===== config.mk =====
export PLATFORM = sky130hd
export DESIGN_NAME = cp0_intr_ctrl_flat
export DESIGN_NICKNAME = d
export VERILOG_FILES = /design/src/rtl/cp0_intr_ctrl_pkg.sv /design/src/rtl/cp0_intr_ctrl_if.sv /design/src/rtl/cp0_intr_ctrl_timer.sv /design/src/rtl/cp0_intr_ctrl.sv /design/src/flat_wrapper.sv
export SDC_FILE = /design/constraint.sdc
export NUM_CORES = 1
export LEC_CHECK = 0
export CAP_MARGIN = 10
export CORE_MARGIN = 4
export CORE_UTILIZATION = 50
export DETAILED_ROUTE_END_ITERATION = 12
export DONT_BUFFER_PORTS = 1
export HOLD_SLACK_MARGIN = 0.15
export PLACE_DENSITY = 0.68
export SLEW_MARGIN = 20
export SYNTH_ARGS = -nofsm -noshare
export SYNTH_HDL_FRONTEND = slang
export SYNTH_SLANG_ARGS = --single-unit

===== constraint.sdc =====
create_clock -name clk -period 1.9 [get_ports clk]
set_input_delay 0.38 -clock clk [delete_from_list [all_inputs] [get_ports clk]]
set_output_delay 0.38 -clock clk [all_outputs]
set_load 0.01 [all_outputs]

===== src/rtl/cp0_intr_ctrl_pkg.sv =====
// cp0_defs: shared CP0 register numbers, Status/Cause bit positions, vector address
package cp0_defs;
  localparam logic [31:0] HANDLER_PC = 32'h8000_0180;
  localparam int NUM_EXT = 5;
  localparam logic [4:0] REG_COUNT = 5'd9;
  localparam logic [4:0] REG_COMPARE = 5'd11;
  localparam logic [4:0] REG_STATUS = 5'd12;
  localparam logic [4:0] REG_CAUSE = 5'd13;
  localparam logic [4:0] REG_EPC = 5'd14;
  localparam int ST_IE = 0;
  localparam int ST_EXL = 1;
  localparam int ST_IM_LO = 8;
  localparam int ST_IM_HI = 15;
  localparam int IP_LO = 8;
  localparam int IP_HI = 15;
  localparam logic [31:0] STATUS_WMASK = 32'h0000_FF03;
endpackage


===== src/rtl/cp0_intr_ctrl_if.sv =====
// cp0_intr_ctrl_if: machine<->CP0 bus (MFC0/MTC0/ERET, external irqs, EPC, interrupt decision)
interface cp0_intr_ctrl_if;
  import cp0_defs::*;
  logic [4:0] regnum;
  logic [31:0] wr_data;
  logic [31:0] next_pc;
  logic MTC0;
  logic ERET;
  logic [NUM_EXT-1:0] ext_irq;
  logic [31:0] rd_data;
  logic [31:0] EPC;
  logic TakenInterrupt;
  modport master (output regnum, wr_data, next_pc, MTC0, ERET, ext_irq, input rd_data, EPC, TakenInterrupt);
  modport slave (input regnum, wr_data, next_pc, MTC0, ERET, ext_irq, output rd_data, EPC, TakenInterrupt);
endinterface


===== src/rtl/cp0_intr_ctrl_timer.sv =====
// cp0_timer: Count/Compare timer; in regnum/wr_data/mtc0, out count/compare/timer_pending
module cp0_timer
  import cp0_defs::*;
(
  input  logic        clk,
  input  logic        reset,
  input  logic [4:0]  regnum,
  input  logic [31:0] wr_data,
  input  logic        mtc0,
  output logic [31:0] count,
  output logic [31:0] compare,
  output logic        timer_pending
);
  logic wr_count, wr_compare;
  assign wr_count = mtc0 && regnum == REG_COUNT;
  assign wr_compare = mtc0 && regnum == REG_COMPARE;
  always_ff @(posedge clk) begin
    if (reset) begin
      count <= '0;
      compare <= '1;
      timer_pending <= 1'b0;
    end else begin
      count <= wr_count ? wr_data : count + 32'd1;
      compare <= wr_compare ? wr_data : compare;
      timer_pending <= !wr_compare && (timer_pending || count == compare);
    end
  end
endmodule


===== src/rtl/cp0_intr_ctrl.sv =====
// cp0_intr_ctrl: CP0 Status/Cause/EPC + timer and interrupt decision; ports clk, reset, bus (slave: regnum, wr_data, next_pc, MTC0, ERET, ext_irq -> rd_data, EPC, TakenInterrupt)
module cp0_intr_ctrl
  import cp0_defs::*;
(
  input  logic clk,
  input  logic reset,
  cp0_intr_ctrl_if.slave bus
);
  logic [31:0] status, epc, count, compare, cause;
  logic timer_pending, taken, wr_status, wr_epc;
  cp0_timer u_timer (
    .clk(clk),
    .reset(reset),
    .regnum(bus.regnum),
    .wr_data(bus.wr_data),
    .mtc0(bus.MTC0),
    .count(count),
    .compare(compare),
    .timer_pending(timer_pending)
  );
  assign cause = {16'b0, timer_pending, bus.ext_irq, 10'b0};
  assign wr_status = bus.MTC0 && bus.regnum == REG_STATUS;
  assign wr_epc = bus.MTC0 && bus.regnum == REG_EPC;
  assign taken = !reset && status[ST_IE] && !status[ST_EXL] && !bus.ERET &&
                 |(cause[IP_HI:IP_LO] & status[ST_IM_HI:ST_IM_LO]);
  always_ff @(posedge clk) begin
    if (reset) begin
      status <= '0;
      epc <= '0;
    end else begin
      status <= wr_status ? (status & ~STATUS_WMASK) | (bus.wr_data & STATUS_WMASK) : status;
      if (bus.ERET) status[ST_EXL] <= 1'b0;
      if (taken) status[ST_EXL] <= 1'b1;
      epc <= taken ? bus.next_pc : wr_epc ? bus.wr_data : epc;
    end
  end
  always_comb begin
    bus.rd_data = bus.regnum == REG_COUNT   ? count   :
                  bus.regnum == REG_COMPARE ? compare :
                  bus.regnum == REG_STATUS  ? status  :
                  bus.regnum == REG_CAUSE   ? cause   :
                  bus.regnum == REG_EPC     ? epc     : '0;
  end
  assign bus.EPC = epc;
  assign bus.TakenInterrupt = taken;
endmodule


===== src/flat_wrapper.sv =====
// flat-port wrapper written by rule: the top's interface ports become plain ports
module cp0_intr_ctrl_flat import cp0_defs::*;
  (clk, reset, bus_regnum, bus_wr_data, bus_next_pc, bus_MTC0, bus_ERET, bus_ext_irq, bus_rd_data, bus_EPC, bus_TakenInterrupt);
  cp0_intr_ctrl_if bus_i ();
  input  logic clk;
  input  logic reset;
  input wire logic [$bits(bus_i.regnum)-1:0] bus_regnum;
  input wire logic [$bits(bus_i.wr_data)-1:0] bus_wr_data;
  input wire logic [$bits(bus_i.next_pc)-1:0] bus_next_pc;
  input wire logic [$bits(bus_i.MTC0)-1:0] bus_MTC0;
  input wire logic [$bits(bus_i.ERET)-1:0] bus_ERET;
  input wire logic [$bits(bus_i.ext_irq)-1:0] bus_ext_irq;
  output wire logic [$bits(bus_i.rd_data)-1:0] bus_rd_data;
  output wire logic [$bits(bus_i.EPC)-1:0] bus_EPC;
  output wire logic [$bits(bus_i.TakenInterrupt)-1:0] bus_TakenInterrupt;
  assign bus_i.regnum = bus_regnum;
  assign bus_i.wr_data = bus_wr_data;
  assign bus_i.next_pc = bus_next_pc;
  assign bus_i.MTC0 = bus_MTC0;
  assign bus_i.ERET = bus_ERET;
  assign bus_i.ext_irq = bus_ext_irq;
  assign bus_rd_data = bus_i.rd_data;
  assign bus_EPC = bus_i.EPC;
  assign bus_TakenInterrupt = bus_i.TakenInterrupt;
  cp0_intr_ctrl u_core (.clk(clk), .reset(reset), .bus(bus_i));
endmodule

==> flow_summary.toml, run 1 <==
[logic_synthesis]
synth-seq-cells = 107
synth_async_sr_flop_share_pct = 0
synth.distinct_cells = 47
yosysWarnings = 0
postSynthCellCount = 689
synthFlopType = "dfxtp_1"
netlist_area_um2 = 5850
ys_seq_area_share_pct = 36.6
synth.avg_cell_area_um2 = 8.49
synth_edf_count = 0
synth_nets = 768

[finish]
final_cells = 892
antenna_cells = 0
nets = 823
drive_above_1_share_pct = 14.8
final_util_pct = 63.1
synthToLayoutAreaGrowth_pct = 23.1
layout_common_cells = "dfxtp_1 (105), nor2_1 (83), nand2_1 (57)"
layout_commonest_cell = "dfxtp_1"

[critical_path]
cpPeakStageDelay_ns = 0.36
cp_top_family = "flip-flops"
crit_path_cell_trace = "mux2_2 > a221oi_2 > a21oi_1 > buf_4"
crit_buf_inv = 1
worst-path-max-fanout = 3
worstPathArrival_ns = 1.50
criticalPathCategory = "register to primary output"
cp-start-kind = "register"
cp_slowest_cell = "dfxtp_1"
required_ns = 1.52
cp-end-kind = "primary output"

[timing]
worst_slew_pin_slew_ns = 0.460
worst_clock_skew_ns = 0.00647
slew_violations = 0
setup_viol = 0
max_freq_mhz = 533
relSlewSlack_pct = 69.2
fin_ws_ns = 0.0221
hold_viol = 0
fin_crit_sh_pct = 98.8
finalCriticalPeriod_ns = 1.88

[place]
place_congestion = 0.851
dp_hpwl_um = 12000
dp_slack_ns = 0.0700
numPortBuffers = 0
dp.cells = 821

[global_route]
grt_pass1_vias = 5619
use_met3_pct = 4.09
grt_first_pass_wirelength_um = 28800
global_route.usage.met2_pct = 44.7
antenna_found_initial = 0
grt_max_degree = 72
grt.overflow.total = 0
grt_usage_pct = 27.1
gr-max-usage-layer = "met2"
grtUsageMet1_pct = 35.8

[power_and_ir_drop]
p_per_area_nw_per_um2 = 623
peakVddDrop_uv = 472
p_comb_share_pct = 7.2
p_seq_share_pct = 51.3
switching_share_pct = 22.7
p_leak_nw = 2.70
p_int_mw = 3.47
power.net_switching_mw = 1.02
power_mw = 4.48
clkPwrFrac_pct = 41.5

[clock_tree]
cts_sinks = 107
worstSkewPairLatency_ns = 0.35
clock_path_buffers = 2
clk_pin_slew_ns = 0.07
htree_levels = 3
root_buffer = "clkbuf_16"
cts_tree = "built"
cts_buffers = 9

[floorplan]
rows = 39
ioPinCount = 143
die_x_um = 116
initial_core_util_pct = 51.2
coreArea_um2 = 11400
die_area_um2 = 13500
die_h_um = 116

[status]
outcome = "finished, final reports clean"

[routing]
drcViolationCount = 0
wl_per_cell_um = 21.7
viasPerCell = 6.43
drt-total-wl_um = 19400
drt_iter0_markers = 594
drt_pre_antenna_iters = 7
ant_nets = 0
vias = 5734

[min_path]
hold_class = "input port to register"

[run]
maxCapViolations = 0
-- worst register-to-register path: stages (launching register included) --
cell	delay, ns
dfxtp_1	0.34
and4_4	0.24
buf_4	0.15
nand2_1	0.07
xor2_1	0.14
a211oi_1	0.23
dlygate4sd3_1	0.57
-- registers in the layout, summed over array words and instances, names as in the netlist --
name and count:
u_core.bus.EPC 32, u_core.status 10, u_core.u_timer.count 32, u_core.u_timer.compare 32
u_core.u_timer.timer_pending 1
-- cell families (layout without fill, tap and decap cells) --
| group | Yosys count | count (layout) | synth area share [%] |
|---|---|---|---|
| adder cells (fa/ha/maj) | 1 | 1 | 0.214 |
| multiplexers | 19 | 19 | 3.42 |
| XOR/XNOR | 60 | 60 | 8.98 |
| buffers and inverters | 89 | 149 | 6.29 |
| AND/OR/NAND/NOR | 270 | 270 | 23.8 |
| flip-flops | 107 | 107 | 36.6 |
| AO/OA/AOI/OAI | 143 | 143 | 20.7 |
-- per-stage QoR --
| stage | TNS, ns | cell area (µm²) | hold slack, ns |
|---|---|---|---|
| final | 0 | 7200 | 0.163 |
| after global routing | -0.000620 | 7200 | 0.160 |
| after CTS | 0 | 7060 | 0.154 |
| after detailed placement | 0 | 6250 | 0.464 |
| after global placement | 0 | 6250 | 0.462 |
| after floorplan | 0 | 5850 | 0.459 |
-- power groups by stage --
stage	logic [mW]	clock network, mW	registers [mW]
2_1_floorplan	0.194	0	2.34
4_1_cts	0.312	1.88	2.30
3_3_place_gp	0.225	0	2.35
3_5_place_dp	0.229	0	2.35
5_1_grt	0.349	1.97	2.30
6_report	0.325	1.86	2.30
-- routing by layer --
metal / up-vias / wire (µm)
li1: 2623 / -
met1: 2780 / 7970
met2: 286 / 9370
met3: 45 / 1540
met4: 0 / 484
met5: - / 0
-- what timing repair did --
| item | 4_1_cts | 5_1_grt |
|---|---|---|
| gates cloned | 0 | 3 |
| resized for setup | 1 | 10 |
| setup buffers | 0 | 3 |
| pin swaps | 0 | 3 |
| hold buffers | 49 | 1 |
| hold endpoints to repair | 100 | 1 |
| endpoints found under the setup margin | 1 | 23 |
-- final timing paths --
check                                                  to  depth (start not counted)  slack (ns)               startpoint
worst min-delay path            u_core.u_timer.compare[6]                          1        0.16           bus_wr_data[6]
worst max register to register    u_core.u_timer.count[6]                          6        0.11  u_core.u_timer.count[3]
worst max-delay path                       bus_rd_data[9]                          4        0.02        u_core.bus.EPC[9]
worst min register to register          u_core.bus.EPC[0]                          2        0.52        u_core.bus.EPC[0]
-- Yosys cell counts (all sizes together) (2+ instances only) --
cell type | n | area (µm²)
dfxtp | 107 | 2140
nor2 | 84 | 315
nand2 | 57 | 214
clkbuf | 46 | 173
nand3 | 46 | 253
xnor2 | 46 | 403
a311oi | 34 | 298
nor2b | 33 | 206
a211o | 32 | 280
inv | 26 | 97.6
a211oi | 23 | 178
a222oi | 22 | 220
buf | 17 | 97.6
xor2 | 14 | 123
nand4 | 13 | 96.3
mux2i | 11 | 110
nor3 | 10 | 85.1
a22oi | 9 | 67.6
a22o | 8 | 70.1
mux2 | 8 | 90.1
nor4 | 8 | 71.3
and4 | 7 | 63.8
a31oi | 6 | 37.5
nand2b | 4 | 25.0
a221oi | 3 | 26.3
o21ai | 3 | 15.0
a21oi | 2 | 10.0
and3 | 2 | 12.5
-- area by class of cell --
cell class	count	area, µm²
fillers	966	4220
multi-input cells	493	3420
flip-flops and latches	107	2140
repair buffers	107	1070
clock buffers	15	288
well taps	143	179
inverters	26	97.6
clock inverters	1	5.00
No activity file was read; power rests on OpenSTA's default activity.
==> run 2: changes to the inputs <==
--- a/config.mk
+++ b/config.mk
@@ -6,12 +6,14 @@
 export NUM_CORES = 1
 export LEC_CHECK = 0
 export CAP_MARGIN = 10
+export CELL_PAD_IN_SITES_DETAIL_PLACEMENT = 1
+export CELL_PAD_IN_SITES_GLOBAL_PLACEMENT = 1
 export CORE_MARGIN = 4
-export CORE_UTILIZATION = 50
+export CORE_UTILIZATION = 42
 export DETAILED_ROUTE_END_ITERATION = 12
 export DONT_BUFFER_PORTS = 1
 export HOLD_SLACK_MARGIN = 0.15
-export PLACE_DENSITY = 0.68
+export PLACE_DENSITY_LB_ADDON = 0.1
 export SLEW_MARGIN = 20
 export SYNTH_ARGS = -nofsm -noshare
 export SYNTH_HDL_FRONTEND = slang
==> flow_summary.toml, run 2 (synthesis results as in run 1) <==
[routing]
drcViolationCount = 0
drt-total-wl_um = 22500
drt_iter0_markers = 436
vias = 5727
wl_per_cell_um = 24.2
drt_pre_antenna_iters = 6
ant_nets = 0
viasPerCell = 6.16

[min_path]
min_from = "bus_wr_data[28]"
hold_class = "input port to register"

[timing]
rsz0062_at_grt = "yes"
max_freq_mhz = 516
fin_ws_ns = -0.0371
hold_viol = 0
setup_tns_ns = -0.0371
worst_clock_skew_ns = 0.00670
relSlewSlack_pct = 56.6
setup_viol = 1
fin_crit_sh_pct = 102
worst_slew_pin_slew_ns = 0.648
fin_hold_ws_ns = 0.160
slew_violations = 0
finalCriticalPeriod_ns = 1.94

[finish]
fillers = 1563
drive_above_1_share_pct = 17.1
synthToLayoutAreaGrowth_pct = 26.7
layout_commonest_cell = "dfxtp_1"
layout_common_cells = "dfxtp_1 (100), nor2_1 (83), nand2_1 (57)"
antenna_cells = 0
nets = 828
final_cells = 930

[floorplan]
coreArea_um2 = 13500
ioPinCount = 143
die_x_um = 126
die_h_um = 126
die_area_um2 = 15900
rows = 42
initial_core_util_pct = 43.5

[critical_path]
criticalPathCategory = "input port to primary output"
cp-start-kind = "input port"
rr_startpoint = "u_core.u_timer.count[1]"
required_ns = 1.52
critPathLaunch = "bus_regnum[3]"
worst-path-max-fanout = 7
cp-end-kind = "primary output"
worstPathArrival_ns = 1.56

[clock_tree]
worstSkewPairLatency_ns = 0.36
clk_pin_slew_ns = 0.07
cts_tree = "built"
cts_buffers = 9
root_buffer = "clkbuf_16"
clock_path_buffers = 2
cts_sinks = 107
htree_levels = 3

[global_route]
antenna_found_initial = 0
grt_first_pass_wirelength_um = 33700
grt.overflow.total = 0
grt_usage_pct = 26.5
grt_max_degree = 72
grt_pass1_vias = 5966

[run]
maxCapViolations = 0

[status]
outcome = "finished with violations"
violations = "setup timing"

[place]
place_congestion = 0.813
dp_hpwl_um = 13600
numPortBuffers = 0
dp_slack_ns = 0.00962
dp.cells = 854

[power_and_ir_drop]
peakVddDrop_uv = 408
p_leak_nw = 2.77
p_per_area_nw_per_um2 = 626
## run 2: repair_timing
action | 4_1_cts | 5_1_grt
setup endpoints to repair | 6 | 40
hold endpoints to repair | 102 | 0
cloned | 1 | 3
pin swaps | 0 | 6
resized for setup | 7 | 25
buffers inserted | 1 | 7
hold buffers | 48 | 0
## run 2: routing by layer
layer | GRT usage (%) | part of all wire, % | wire length [µm]
met4 | 8.96 | 1.8 | 411
met2 | 45.2 | 50 | 11300
met1 | 34.4 | 43 | 9630
met3 | 3.85 | 5.4 | 1210
met5 | 0 | 0 | 0
## run 2: cell type report
class,count,area (µm²),area share [%]
Tap cell,176,220,2.97
Multi-Input combinational cell,493,3460,46.7
Inverter,26,97.6,1.32
Timing Repair Buffer,112,1170,15.8
Clock inverter,1,30.0,0.405
Clock buffer,15,278,3.75
Sequential cell,107,2150,29.0
## run 2: where the power goes
| group | switching [mW] | total (mW) | internal, mW |
|---|---|---|---|
| Sequential | 0.0287 | 2.30 | 2.27 |
| Clock | 0.855 | 1.99 | 1.13 |
| Combinational | 0.180 | 0.349 | 0.170 |
| Total | 1.06 | 4.64 | 3.57 |
## run 2: metrics by stage
step | util [%] | instance area, µm² | total power [mW]
CTS | 53.4 | 7190 | 4.65
finish | 55.1 | 7410 | 4.64
floorplan | - | 5850 | 2.54
global route | 55.1 | 7410 | 4.78
detailed placement | 47.0 | 6320 | 2.59
global placement | 47.0 | 6320 | 2.58
## run 2: path summary, 6_finish.rpt
kind                               to  slack, ns  cells after the start
max                   bus_rd_data[10]      -0.04                      8
min          u_core.u_timer.count[28]       0.16                      1
max reg2reg  u_core.u_timer.count[18]       0.12                      5
min reg2reg        u_core.bus.EPC[12]       0.53                      2
## run 2: critical path, cell delays in order
cell,delay (ns)
nand2_1,0.05
nor3_1,0.19
buf_4,0.18
buf_12,0.11
a22o_1,0.12
o21ai_0,0.10
a31oi_1,0.26
buf_4,0.17
